<file path="src/rtl/fifo_wr_arbiter_if.sv">
// Requester/FIFO-write bus of fifo_wr_arbiter; master is the arbiter, slave is its environment.
// FIFO_WR_ARBITER_LOCK_EN adds the per-requester lock input.
interface fifo_wr_arbiter_if #(
    parameter int unsigned DATA_WIDTH = 8,
    parameter int unsigned NUM_REQ    = 4
);
    logic [NUM_REQ-1:0]            req;
    logic [NUM_REQ*DATA_WIDTH-1:0] req_data;
    logic [NUM_REQ-1:0]            req_ack;
    logic [NUM_REQ-1:0]            grant;
    logic                          fifo_full;
    logic                          fifo_almost_full;
    logic                          fifo_wr_en;
    logic [DATA_WIDTH-1:0]         fifo_wr_data;
`ifdef FIFO_WR_ARBITER_LOCK_EN
    logic [NUM_REQ-1:0]            lock;

    modport master (
        input  req, req_data, fifo_full, fifo_almost_full, lock,
        output req_ack, grant, fifo_wr_en, fifo_wr_data
    );
    modport slave (
        output req, req_data, fifo_full, fifo_almost_full, lock,
        input  req_ack, grant, fifo_wr_en, fifo_wr_data
    );
`else
    modport master (
        input  req, req_data, fifo_full, fifo_almost_full,
        output req_ack, grant, fifo_wr_en, fifo_wr_data
    );
    modport slave (
        output req, req_data, fifo_full, fifo_almost_full,
        input  req_ack, grant, fifo_wr_en, fifo_wr_data
    );
`endif
endinterface

</file>
<file path="src/rtl/fifo_wr_arbiter.sv">
// Round-robin arbiter funnelling NUM_REQ requesters into one sync-FIFO write port with burst limiting.
// Optional FIFO_WR_ARBITER_LOCK_EN: a held lock bit suspends the burst limit for the current owner.
module fifo_wr_arbiter #(
    parameter int unsigned DATA_WIDTH = 8,
    parameter int unsigned NUM_REQ    = 4,
    parameter int unsigned BURST_MAX  = 4
) (
    input  logic                  clk,
    input  logic                  rst_n,
    fifo_wr_arbiter_if.master     bus
);
    localparam int unsigned IDX_W  = (NUM_REQ > 1) ? $clog2(NUM_REQ) : 1;
    localparam int unsigned CNT_W  = 4;
    localparam int unsigned CNT1_W = CNT_W + 1;

    typedef enum logic [1:0] {IDLE, ARB, XFER} state_t;

    state_t                r_state;
    logic [NUM_REQ-1:0]    r_grant;
    logic [IDX_W-1:0]      r_owner;
    logic [IDX_W-1:0]      r_last_owner;
    logic [CNT_W-1:0]      r_burst_cnt;
    logic                  r_wr_en;
    logic [DATA_WIDTH-1:0] r_wr_data;

    logic                  w_req_any;
    logic                  w_owner_req;
    logic                  w_owner_lock;
    logic                  w_accept;
    logic                  w_burst_hit;
    logic                  w_exit;
    logic                  w_next_found;
    logic [IDX_W-1:0]      w_next_owner;
    logic [DATA_WIDTH-1:0] w_owner_data;
    logic [CNT1_W-1:0]     w_cnt_inc;

    assign w_req_any   = |bus.req;
    assign w_owner_req = |(bus.req & r_grant);
`ifdef FIFO_WR_ARBITER_LOCK_EN
    assign w_owner_lock = |(bus.lock & r_grant);
`else
    assign w_owner_lock = 1'b0;
`endif

    // The almost_full term covers the write already in flight from last cycle.
    assign w_accept = rst_n & (r_state == XFER) & w_owner_req & ~bus.fifo_full
                    & ~(r_wr_en & bus.fifo_almost_full);

    assign w_cnt_inc   = {1'b0, r_burst_cnt} + CNT1_W'(1);
    assign w_burst_hit = w_accept & (w_cnt_inc >= CNT1_W'(BURST_MAX)) & ~w_owner_lock;
    assign w_exit      = ~w_owner_req | w_burst_hit;

    assign bus.req_ack      = w_accept ? r_grant : '0;
    assign bus.grant        = r_grant;
    assign bus.fifo_wr_en   = r_wr_en;
    assign bus.fifo_wr_data = r_wr_data;

    // First requesting index after the previous owner, wrapping around.
    always_comb begin
        w_next_found = 1'b0;
        w_next_owner = r_last_owner;
        for (int unsigned k = 1; k <= NUM_REQ; k++) begin
            if (!w_next_found && bus.req[IDX_W'((32'(r_last_owner) + k) % NUM_REQ)]) begin
                w_next_found = 1'b1;
                w_next_owner = IDX_W'((32'(r_last_owner) + k) % NUM_REQ);
            end
        end
    end

    always_comb begin
        w_owner_data = '0;
        for (int unsigned i = 0; i < NUM_REQ; i++) begin
            if (r_owner == IDX_W'(i)) begin
                w_owner_data = bus.req_data[i*DATA_WIDTH +: DATA_WIDTH];
            end
        end
    end

    always_ff @(posedge clk) begin
        if (!rst_n) begin
            r_state      <= IDLE;
            r_grant      <= '0;
            r_owner      <= '0;
            r_last_owner <= IDX_W'(NUM_REQ - 1);
            r_burst_cnt  <= '0;
            r_wr_en      <= 1'b0;
            r_wr_data    <= '0;
        end else begin
            r_wr_en <= w_accept;
            if (w_accept) begin
                r_wr_data <= w_owner_data;
            end
            case (r_state)
                IDLE: begin
                    r_grant <= '0;
                    if (w_req_any) begin
                        r_state <= ARB;
                    end
                end
                ARB: begin
                    if (w_next_found) begin
                        r_owner     <= w_next_owner;
                        r_grant     <= NUM_REQ'(1) << w_next_owner;
                        r_burst_cnt <= '0;
                        r_state     <= XFER;
                    end else begin
                        r_state <= IDLE;
                    end
                end
                XFER: begin
                    // Saturate so a long locked burst cannot wrap the counter.
                    if (w_accept && (w_cnt_inc <= CNT1_W'(BURST_MAX))) begin
                        r_burst_cnt <= CNT_W'(w_cnt_inc);
                    end
                    if (w_exit) begin
                        r_last_owner <= r_owner;
                        r_grant      <= '0;
                        r_state      <= w_req_any ? ARB : IDLE;
                    end
                end
                default: begin
                    r_state <= IDLE;
                    r_grant <= '0;
                end
            endcase
        end
    end
endmodule

</file>
<file path="src/flat_wrapper.sv">
// flat-port wrapper written by rule: the top's interface ports become plain ports
module fifo_wr_arbiter_flat 
#(
    parameter int unsigned DATA_WIDTH = 8,
    parameter int unsigned NUM_REQ    = 4,
    parameter int unsigned BURST_MAX  = 4
)
  (clk, rst_n, bus_req, bus_req_data, bus_fifo_full, bus_fifo_almost_full, bus_req_ack, bus_grant, bus_fifo_wr_en, bus_fifo_wr_data);
  fifo_wr_arbiter_if #(.DATA_WIDTH(DATA_WIDTH), .NUM_REQ(NUM_REQ)) bus_i ();
  input  logic clk;
  input  logic rst_n;
  input wire logic [$bits(bus_i.req)-1:0] bus_req;
  input wire logic [$bits(bus_i.req_data)-1:0] bus_req_data;
  input wire logic [$bits(bus_i.fifo_full)-1:0] bus_fifo_full;
  input wire logic [$bits(bus_i.fifo_almost_full)-1:0] bus_fifo_almost_full;
  output wire logic [$bits(bus_i.req_ack)-1:0] bus_req_ack;
  output wire logic [$bits(bus_i.grant)-1:0] bus_grant;
  output wire logic [$bits(bus_i.fifo_wr_en)-1:0] bus_fifo_wr_en;
  output wire logic [$bits(bus_i.fifo_wr_data)-1:0] bus_fifo_wr_data;
  assign bus_i.req = bus_req;
  assign bus_i.req_data = bus_req_data;
  assign bus_i.fifo_full = bus_fifo_full;
  assign bus_i.fifo_almost_full = bus_fifo_almost_full;
  assign bus_req_ack = bus_i.req_ack;
  assign bus_grant = bus_i.grant;
  assign bus_fifo_wr_en = bus_i.fifo_wr_en;
  assign bus_fifo_wr_data = bus_i.fifo_wr_data;
  fifo_wr_arbiter #(.DATA_WIDTH(DATA_WIDTH), .NUM_REQ(NUM_REQ), .BURST_MAX(BURST_MAX)) u_core (.clk(clk), .rst_n(rst_n), .bus(bus_i));
endmodule
</file>
<file path="config.mk">
export PLATFORM = sky130hd
export DESIGN_NAME = fifo_wr_arbiter_flat
export DESIGN_NICKNAME = d
export VERILOG_FILES = /design/src/rtl/fifo_wr_arbiter_if.sv /design/src/rtl/fifo_wr_arbiter.sv /design/src/flat_wrapper.sv
export SDC_FILE = /design/constraint.sdc
export NUM_CORES = 1
export LEC_CHECK = 0
export CORE_MARGIN = 8
export CORE_UTILIZATION = 25
export DETAILED_ROUTE_END_ITERATION = 8
export GPL_TIMING_DRIVEN = 1
export SETUP_SLACK_MARGIN = 0.5
export SLEW_MARGIN = 20
export SYNTH_ARGS = -nofsm -noshare
export SYNTH_HDL_FRONTEND = slang
export SYNTH_SLANG_ARGS = --single-unit
</file>
<file path="constraint.sdc">
create_clock -name clk -period 2.6 [get_ports clk]
set_input_delay 0.52 -clock clk [delete_from_list [all_inputs] [get_ports clk]]
set_output_delay 0.52 -clock clk [all_outputs]
set_load 0.005 [all_outputs]
</file>
[Word-level counts from Yosys, hierarchy flattened]
Index checks and enable logic that the tools add are counted.
Widths: inputs -> output; s select.
Word-level totals
  register bits after elaboration: 23
  input port bits: 40
Cells by class
  add/subtract/negate cells: 5
  magnitude comparators: 6
  eq/ne operators: 9
  shift operators: 1
  mux-type cells: 32
  bitwise operators: 11
  reduce and logical (&&, ||, !) cells: 17
Operators by type and width (number)
  $mux 8: 4
  $mux 4: 5
  $pmux 4 s2: 2
  $mux 2: 7
  $lt 2x3->1 const B: 4
  $mux 1: 9
  $bmux 1 s2: 4
  $reduce_and 2->1: 4
  $reduce_or 4->1: 2
  $and 1x1->1: 6
  $eq 2x2->1 const B: 3
  $ne 2x1->1 const B: 3
  $pmux 2 s3: 1
  $add 4x1->5 const B: 1
  $ge 5x3->1 const B: 1
  $le 5x3->1 const B: 1
  $add 2x1->2 const B: 2
  $add 2x2->2 const B: 2
  $and 4x4->4: 1
  $eq 2x1->1 const B: 2
  $logic_and 1x1->1: 4
  $logic_not 2->1: 2
  $shl 1x2->4 const A: 1
  $logic_not 1->1: 3
  5 further kinds: 7

[Logic depth before layout (Yosys ltp)]
Gate-level depths: netlist (run 1).
  depth after elaboration: 16
  mapped depth: 8
  gate-level depth less buffers: 6

[Worst setup path after synthesis (run 1)]
No wires, ideal clock.
  path kind: register to register
  from: reg u_core.r_burst_cnt[0]
  to: reg u_core.r_burst_cnt[1]
  setup time: 0.070 ns
  arrival time: 1.737 ns
  required time: 2.530 ns
  path slack: 0.793 ns
  stages on the path, launching flop included: 7
  path buffers: 0
  period minus slack after synthesis: 1.807 ns
  cells stage by stage: dfxtp_1 ha_1 and4b_1 a22oi_1 o221a_4 or4_1 a21oi_1
On the way
  cells in the longest elaborated chain, start to end: 5
Ends and longest elaborated chain
  start, declared: RTL line fifo_wr_arbiter.sv:22  | logic [CNT_W-1:0] r_burst_cnt;
  start signal, assigned: RTL line fifo_wr_arbiter.sv:113  | r_burst_cnt <= CNT_W'(w_cnt_inc);
  $add 4x1->5 *: RTL line fifo_wr_arbiter.sv:49  | assign w_cnt_inc = {1'b0, r_burst_cnt} + CNT1_W'(1);
  $le 5x3->1: RTL line fifo_wr_arbiter.sv:112  | if (w_accept && (w_cnt_inc <= CNT1_W'(BURST_MAX))) begin
  $logic_and 1x1->1: RTL line fifo_wr_arbiter.sv:112
  $ne 2x2->1 (no source line)
  $reduce_and 3->1 (no source line)
Every way passes the cells marked *; elsewhere a longest branch is shown, timed or not. The select of a mux whose other input is x is not followed.
A chain may end at the register's enable or synchronous reset.

[Worst setup path after layout (run 1)]
  from: in bus_req[2]
  to: out bus_req_ack[3]
On the way
  cells in the longest elaborated chain, start to end: 6
Ends and longest elaborated chain
  start, declared: RTL line flat_wrapper.sv:12  | input wire logic [$bits(bus_i.req)-1:0] bus_req;
  $and 4x4->4: RTL line fifo_wr_arbiter.sv:38  | assign w_owner_req = |(bus.req & r_grant);
  $reduce_or 4->1: RTL line fifo_wr_arbiter.sv:38
  $and 1x1->1 (2 in series): RTL line fifo_wr_arbiter.sv:46  | assign w_accept = rst_n & (r_state == XFER) & w_owner_req & ~bus.fifo_full
  $and 1x1->1: RTL line fifo_wr_arbiter.sv:47  | & ~(r_wr_en & bus.fifo_almost_full);
  $mux 4: RTL line fifo_wr_arbiter.sv:53  | assign bus.req_ack = w_accept ? r_grant : '0;
  end, declared: RTL line flat_wrapper.sv:16  | output wire logic [$bits(bus_i.req_ack)-1:0] bus_req_ack;
No other way between the ends.

==> results of run 1 <==
-- kinds of logic after synthesis --
logic type,share of synthesized area
and+or+nand+nor,0.2308
AOI/OAI and AO/OA,0.2157
DFF,0.3482
buffers and inverters,0.03500
muxes,0.1514
adders and majority gates,0.01892
-- Yosys cell counts (all sizes together), types with 3 or more instances --
cell type	n	area, µm²
a22oi	4	30.03
nor2	12	45.04
nand2b	5	33.78
and3	5	32.53
nand2	24	90.09
inv	3	11.26
buf	4	18.76
o21ai	15	75.07
a21oi	10	57.56
dfxtp	23	460.4
a211oi	3	40.04
mux4	8	180.2
or4	3	22.52
-- power by group --
| part | internal, W | total, W | leakage [nW] | switching (W) |
|---|---|---|---|---|
| Sequential | 0.000362 | 0.000380 | 0.186 | 0.0000180 |
| Combinational | 0.000105 | 0.000160 | 0.537 | 0.0000547 |
| Clock | 0.000109 | 0.000217 | 0.0228 | 0.000108 |
| Total | 0.000576 | 0.000757 | 0.746 | 0.000181 |
-- stage by stage --
step           total power [W]  instance area [µm²]  hold slack [ns]
2_1_floorplan        0.0004599                 1323           0.4140
3_3_place_gp         0.0005501                 1996           0.4403
3_5_place_dp         0.0005515                 1996           0.4437
4_1_cts              0.0007685                 2063           0.4568
5_1_grt              0.0008022                 2063           0.4826
6_report             0.0007568                 2063           0.4593
-- state kept, by name, indices dropped and copies added, names as in the netlist --
signal,flops
u_core.bus.fifo_wr_en,1
u_core.r_owner,2
u_core.bus.grant,4
u_core.r_state,2
u_core.r_burst_cnt,4
u_core.r_last_owner,2
u_core.bus.fifo_wr_data,8
-- final timing paths --
check	depth (start not counted)	slack [ns]	startpoint	end
max reg2reg	6	0.65	u_core.r_burst_cnt[0]	u_core.r_burst_cnt[1]
min	1	0.46	u_core.r_state[0]	u_core.r_state[0]
min reg2reg	1	0.46	u_core.r_state[0]	u_core.r_state[0]
max	5	0.56	bus_req[2]	bus_req_ack[3]
-- worst register-to-register path: stages, from the launching register on --
cell,delay (ns)
dfxtp_1,0.36
ha_1,0.28
and4b_1,0.26
a22oi_1,0.10
o221a_4,0.27
or4_1,0.46
a21oi_1,0.15
-- what timing repair did --
action,in CTS,in global routing
buffers inserted,3,0
gates resized for setup,16,0
setup endpoints to repair,5,0
hold buffers,0,0
-- cell usage in the layout (no fill, tap or decap), drive strengths merged, types with 4 or more instances in the layout --
| master | n |
|---|---|
| buf | 11 |
| clkbuf | 4 |
| nand2 | 24 |
| nor2 | 12 |
| a22oi | 4 |
| dfxtp | 23 |
| nand2b | 5 |
| dlygate4sd2 | 8 |
| and3 | 5 |
| clkdlybuf4s50 | 45 |
| mux4 | 8 |
| a21oi | 10 |
| o21ai | 15 |
-- final cells by class --
cell class | instances | area share
timing repair buffer | 67 | 0.3069
sequential | 23 | 0.2232
multi-input combinational | 114 | 0.4002
inverter | 3 | 0.005458
tap | 70 | 0.04245
clock buffer | 4 | 0.02183
-- layer usage --
layer  wire length (µm)  up-vias
met4                 51        0
met1               1598      601
met2               1812       34
li1                   -      674
met3                238        6
met5                  0        -
==> reports/qor.yml, run 1 <==
max_stage_delay_ns: 0.26
final_nets: 254
wire_per_inst_um: 13.17
met2_usage: 0.1631
drcViolationCount: 0
grt_util_met1: 0.1142
grt_overflow: 0
grt_use_met3: 0.03900
die_h_um: 88.73
synth_cell_type_count: 43
end_kind: "output pin"
ant_nets: 0
antenna_found_initial: 0
tightest_slew_ns: 0.5599
crit_top_cell: "dlygate4sd2_1"
insertion_delay_ns: 0.26
power.density_mw_per_mm2: 366.8
area_growth_syn_to_layout_pct: 56.01
dieArea_mm2: 0.007873
worst_ep_arrival_time_ns: 1.52
fin_crit_sh: 0.7851
core_area_mm2: 0.005107
finalWorstSetupSlack_ns: 0.5587
fin_skew_ns: 0.0009432
min_path_type: "reg -> reg"
grt_max_degree: 18
maxSlewViolCount: 0
post-place-ws_ns: -0.06054
synth_edf_count: 0
fillers: 528
async_reset_ff_frac: 0
critPathKind: "in -> out"
numPortBuffers: 56
drive_gt1_frac: 0.1564
drtIter0Drc: 44
slowest_stage: "dlygate4sd2_1"
fin_crit_ns: 2.041
fin_tns_setup_ns: 0
path_delay_family: "buffers and inverters"
cp-start-kind: "input pin"
final-seq-area_um2: 460.4
clk_transition_reported_paths_ns: 0.08
ys_seq_area_frac: 0.3482
status: "finished clean"
postRouteWirelength_um: 3700
p_leak_nw: 0.7464
top_usage_layer: "met2"
syn-num-nets: 189
cts-root-buf: "clkbuf_8"
final_util: 0.4040
finalSetupViolations: 0
netlist_instances: 147
tritoncts: "done"
cts_buffers: 3
start_util: 0.2589
max-clock-path-buffers: 2
ys_seq_elements: 23
drv_cap: 0
multi_input_comb_area_um2: 825.8
rsz0062_at_grt: "no"
ys.flop_type: "dfxtp_1"
grt_pass1_wl_um: 6182
timing.max_slew.rel_slack: 0.6262
vdd_drop_max_mv: 0.2290
instances_no_fill: 281
syn-mean-instance-area_um2: 8.997
place.gp.congestion: 0.7339
fmax_mhz: 489.9
hpwl_um: 3015
worst-path-max-fanout: 5
numPlacedInstances: 274
fp.dieW_um: 88.73
clkSinkCount: 23
synthesis.area_mm2: 0.001323
path_cells: "dlygate4sd2_1 > a22oi_2 > a21oi_2 > and3_1 > dlygate4sd2_1"
critPathRequiredTime_ns: 2.08
via_per_inst: 4.680
yosysWarningCount: 0
hold_violations: 0
fp-row-count: 26
ioPinCount: 57
crit_buf_inv: 2
first_global_vias: 1358
num_vias: 1315
num_antenna_cells: 0
ctsHtreeMaxLevel: 1
grt_usage: 0.09919
dr.pass1.iters: 6
Power figures use the tool's default switching activity.
==> run 2, diff against run 1 <==
==> constraint.sdc (replaced) <==
create_clock -name clk -period 2 [get_ports clk]
set_input_delay 0.4 -clock clk [delete_from_list [all_inputs] [get_ports clk]]
set_output_delay 0.4 -clock clk [all_outputs]
set_load 0.005 [all_outputs]
==> reports/qor.yml, run 2 (synthesis results as in run 1) <==
hold_buffers: 0
clk_transition_reported_paths_ns: 0.08
min_path_type: "reg -> reg"
fin_crit_sh: 0.8848
drcViolationCount: 0
first_global_vias: 1399
hpwl_um: 3034
final_common_cell: "clkdlybuf4s50_1"
ant_nets: 0
finalSetupViolations: 0
reg2reg_depth: 6
p_leak_nw: 0.8852
fp-row-count: 26
tritoncts: "done"
fmax_mhz: 565.1
final_cell_mix: "clkdlybuf4s50_1 (32), nand2_1 (24), buf_4 (20)"
num_vias: 1386
dr.pass1.iters: 4
core_area_mm2: 0.005107
largest_reg_flops: 8
insertion_delay_ns: 0.26
start_util: 0.2589
status: "finished clean"
drtIter0Drc: 34
area_growth_syn_to_layout_pct: 69.06
wire_per_inst_um: 13.10
timing.rr.start: "u_core.r_burst_cnt[1]"
cp-start-kind: "input pin"
rsz0062_at_grt: "yes"
grt_usage: 0.1009
num_antenna_cells: 0
hold_violations: 0
finalWorstSetupSlack_ns: 0.2303
via_per_inst: 4.730
max-clock-path-buffers: 2
ctsHtreeMaxLevel: 1
end_kind: "flop"
critPathCapture: "u_core.r_burst_cnt[3]"
timing.max_slew.rel_slack: 0.7200
ioPinCount: 57
drv_cap: 0
vdd_drop_max_mv: 0.2706
post-place-ws_ns: -0.3574
hp-start: "u_core.bus.fifo_wr_data[6]"
fillers: 520
r2r_slack_ns: 0.24
slowest_stage: "or4_4"
drive_gt1_frac: 0.3408
worst_ep_arrival_time_ns: 1.98
postRouteWirelength_um: 3837
cts-root-buf: "clkbuf_8"
maxSlewViolCount: 0
path_cells: "clkdlybuf4s15_2 > buf_6 > or4_4 > nand2b_4 > o221a_4 > buf_4 > or2_1 > and3_4"
fin_crit_ns: 1.770
startpoint: "bus_req[1]"
r2r_end: "u_core.r_burst_cnt[0]"
antenna_found_initial: 0
grt_max_degree: 18
final_nets: 266
grt_pass1_wl_um: 6341
dieArea_mm2: 0.007873
place.gp.congestion: 0.7777
tightest_slew_ns: 0.4195
power.density_mw_per_mm2: 454.2
whs_ns: 0.4538
fin_skew_ns: 0.007427
multi_input_comb_area_um2: 919.6
grt_overflow: 0
final-seq-area_um2: 478.0
worst-path-max-fanout: 5
max_stage_delay_ns: 0.55
cts_buffers: 3
clkSinkCount: 23
critPathKind: "in -> reg"
fp.dieW_um: 88.73
critPathRequiredTime_ns: 2.21
die_h_um: 88.73
numPortBuffers: 56
-- run 2: worst max-delay path: cells and delay by family --
kind                   cells  cell delay (ns)
buffers and inverters      3             0.44
AND/OR/NAND/NOR            4             0.94
AO/OA/AOI/OAI              1             0.20
-- run 2: layer usage --
metal  GRT usage  vias to the layer above  part of all wire
met3     0.03993                        4             0.071
met5           0                        -                 0
met1      0.1114                      652              0.42
met2      0.1759                       35              0.50
met4     0.02304                        0            0.0065
li1            -                      695                 -
-- run 2: worst min path at each step --
stage          depth (start not counted)  slack [ns]                    endpoint
6_report                               2        0.45  u_core.bus.fifo_wr_data[6]
5_1_grt                                2        0.48  u_core.bus.fifo_wr_data[2]
4_1_cts                                1        0.46           u_core.r_state[0]
3_5_place_dp                           1        0.44           u_core.r_state[0]
3_3_place_gp                           1        0.44           u_core.r_state[0]
2_1_floorplan                          1        0.41           u_core.r_state[0]
-- run 2: power by group --
| group | total [W] | switching (W) | internal [W] |
|---|---|---|---|
| Clock | 0.000282 | 0.000140 | 0.000142 |
| Combinational | 0.000242 | 0.0000819 | 0.000160 |
| Sequential | 0.000491 | 0.0000233 | 0.000468 |
| Total | 0.00102 | 0.000246 | 0.000770 |
-- run 2: cell type report --
type                    instances  share of cell area
repair buffers                 79              0.3106
clock buffers                   4             0.02015
flip-flops and latches         23              0.2138
inverters                       3            0.005036
well taps                      70             0.03917
multi-input cells             114              0.4113
-- run 2: what timing repair did --
item                       4_1_cts  5_1_grt
buffers inserted                 3        5
pin swaps                       14       11
resized for setup               64       18
setup endpoints to repair       40       17
-- run 2: per-stage QoR --
| step | cells | setup TNS (ns) | power [W] | area, µm² | util |
|---|---|---|---|---|---|
| global placement | 281 | -3.629 | 0.0007342 | 2071 | 0.4054 |
| finish | 293 | 0 | 0.001016 | 2236 | 0.4378 |
| CTS | 288 | 0 | 0.001021 | 2148 | 0.4206 |
| detailed placement | 281 | -3.986 | 0.0007349 | 2071 | 0.4054 |
| global route | 293 | 0 | 0.001076 | 2236 | 0.4378 |
| floorplan | 147 | 0 | 0.0005996 | 1349 | - |
==> run 3, diff against run 2 <==
--- a/config.mk
+++ b/config.mk
@@ -7,6 +7,7 @@
 export LEC_CHECK = 0
 export CORE_MARGIN = 8
 export CORE_UTILIZATION = 25
+export CTS_BUF_LIST = sky130_fd_sc_hd__clkbuf_4 sky130_fd_sc_hd__clkbuf_8 sky130_fd_sc_hd__clkbuf_16
 export DETAILED_ROUTE_END_ITERATION = 8
 export GPL_TIMING_DRIVEN = 1
 export SETUP_SLACK_MARGIN = 0.5
==> reports/qor.yml, run 3 (synthesis results as in run 1) <==
critPathKind: "reg -> reg"
vdd_drop_max_mv: 0.2929
worst_ep_arrival_time_ns: 1.95
grt_usage: 0.1007
timing.max_slew.rel_slack: 0.7211
drtIter0Drc: 31
drcViolationCount: 0
cp-start-kind: "flop"
place.gp.congestion: 0.7777
final_common_cell: "clkdlybuf4s50_1"
die_h_um: 88.73
numPortBuffers: 56
pwr-share-seq: 0.477
insertion_delay_ns: 0.26
cts_buffers: 3
hold_buffers: 0
fin_crit_ns: 1.764
power.switching_w: 0.0002479
num_antenna_cells: 0
fin_skew_ns: 0.008107
grt_max_degree: 18
drive_gt1_frac: 0.3453
status: "finished clean"
grt_overflow: 0
crit_buf_inv: 0
ant_nets: 0
area_growth_syn_to_layout_pct: 69.35
intPower_w: 0.0007834
final_nets: 266
clk_transition_reported_paths_ns: 0.07
fin_crit_sh: 0.8822
clkPwrFrac: 0.289
tightest_slew_ns: 0.4178
cts-root-buf: "clkbuf_8"
p_leak_nw: 0.8885
path_cells: "ha_4 > and4b_1 > a22oi_2 > o221a_4 > or4_4 > a21oi_2"
grt_pass1_wl_um: 6327
dr.pass1.iters: 4
first_global_vias: 1398
rsz0062_at_grt: "yes"
finalSetupViolations: 0
slowest_stage: "or4_4"
power.share.switching: 0.2403
critPathRequiredTime_ns: 2.19
largest_reg_flops: 8
clkSinkCount: 23
fp.dieW_um: 88.73
ioPinCount: 57
timing.rr.start: "u_core.r_burst_cnt[1]"
power.density_mw_per_mm2: 460.5
postRouteWirelength_um: 3858
end_kind: "flop"
maxSlewViolCount: 0
start_util: 0.2589
num_vias: 1389
hpwl_um: 3034
whs_ns: 0.4538
startpoint: "u_core.r_burst_cnt[1]"
power_w: 0.001031
min_path_type: "reg -> reg"
wire_per_inst_um: 13.17
fp-row-count: 26
max-clock-path-buffers: 2
antenna_found_initial: 0
core_area_mm2: 0.005107
final_cell_mix: "clkdlybuf4s50_1 (32), nand2_1 (24), buf_4 (20)"
hp-start: "u_core.bus.fifo_wr_data[6]"
worst-path-max-fanout: 5
ctsHtreeMaxLevel: 1
tritoncts: "done"
via_per_inst: 4.741
pwr-share-comb: 0.234
drv_cap: 0
hold_violations: 0
dieArea_mm2: 0.007873
fmax_mhz: 566.8
max_stage_delay_ns: 0.48
path_delay_family: "simple AND/OR/NAND/NOR gates"
run 3: per-stage QoR:
step	setup TNS, ns	util	setup slack [ns]	std cells	area [µm²]
global route	0	0.4385	0.1763	293	2240
global placement	-3.629	0.4054	-0.3344	281	2071
CTS	0	0.4214	0.2340	288	2152
floorplan	0	-	0.3125	147	1349
finish	0	0.4385	0.2356	293	2240
detailed placement	-3.986	0.4054	-0.3574	281	2071
run 3: worst reg2reg max path: stages (launching register included):
cell     delay [ns]
dfxtp_4        0.37
ha_4           0.16
and4b_1        0.25
a22oi_2        0.08
o221a_4        0.24
or4_4          0.48
a21oi_2        0.12
run 3: cell type report:
class	instances	area [µm²]
multi-input cells	114	919.6
fillers	516	2868
repair buffers	79	694.4
inverters	3	11.26
clock buffers	4	48.80
flip-flops and latches	23	478.0
well taps	70	87.58
run 3: per-layer routing:
| metal | track usage | up-vias | part of all wire |
|---|---|---|---|
| met3 | 0.03993 | 4 | 0.068 |
| met2 | 0.1752 | 32 | 0.51 |
| met4 | 0.02304 | 0 | 0.0065 |
| li1 | - | 697 | - |
| met5 | 0 | - | 0 |
| met1 | 0.1114 | 656 | 0.41 |
run 3: worst paths after layout:
kind,end,slack (ns),cells after the start
setup / recovery,u_core.r_burst_cnt[0],0.24,6
hold / removal,u_core.bus.fifo_wr_data[6],0.45,2
setup reg to reg,u_core.r_burst_cnt[0],0.24,6
hold reg to reg,u_core.bus.fifo_wr_data[6],0.45,2
run 3: repair_timing:
action	in CTS	in global routing
endpoints found under the setup margin	40	19
resized for setup	63	18
pin swaps	14	11
setup buffers	3	5
run 3: power groups by stage:
stage	Clock [W]	Sequential [W]	Combinational [W]
global route	0.000336	0.000496	0.000261
CTS	0.000307	0.000493	0.000233
global placement	0	0.000505	0.000230
detailed placement	0	0.000505	0.000230
finish	0.000298	0.000492	0.000242
floorplan	0	0.000489	0.000111
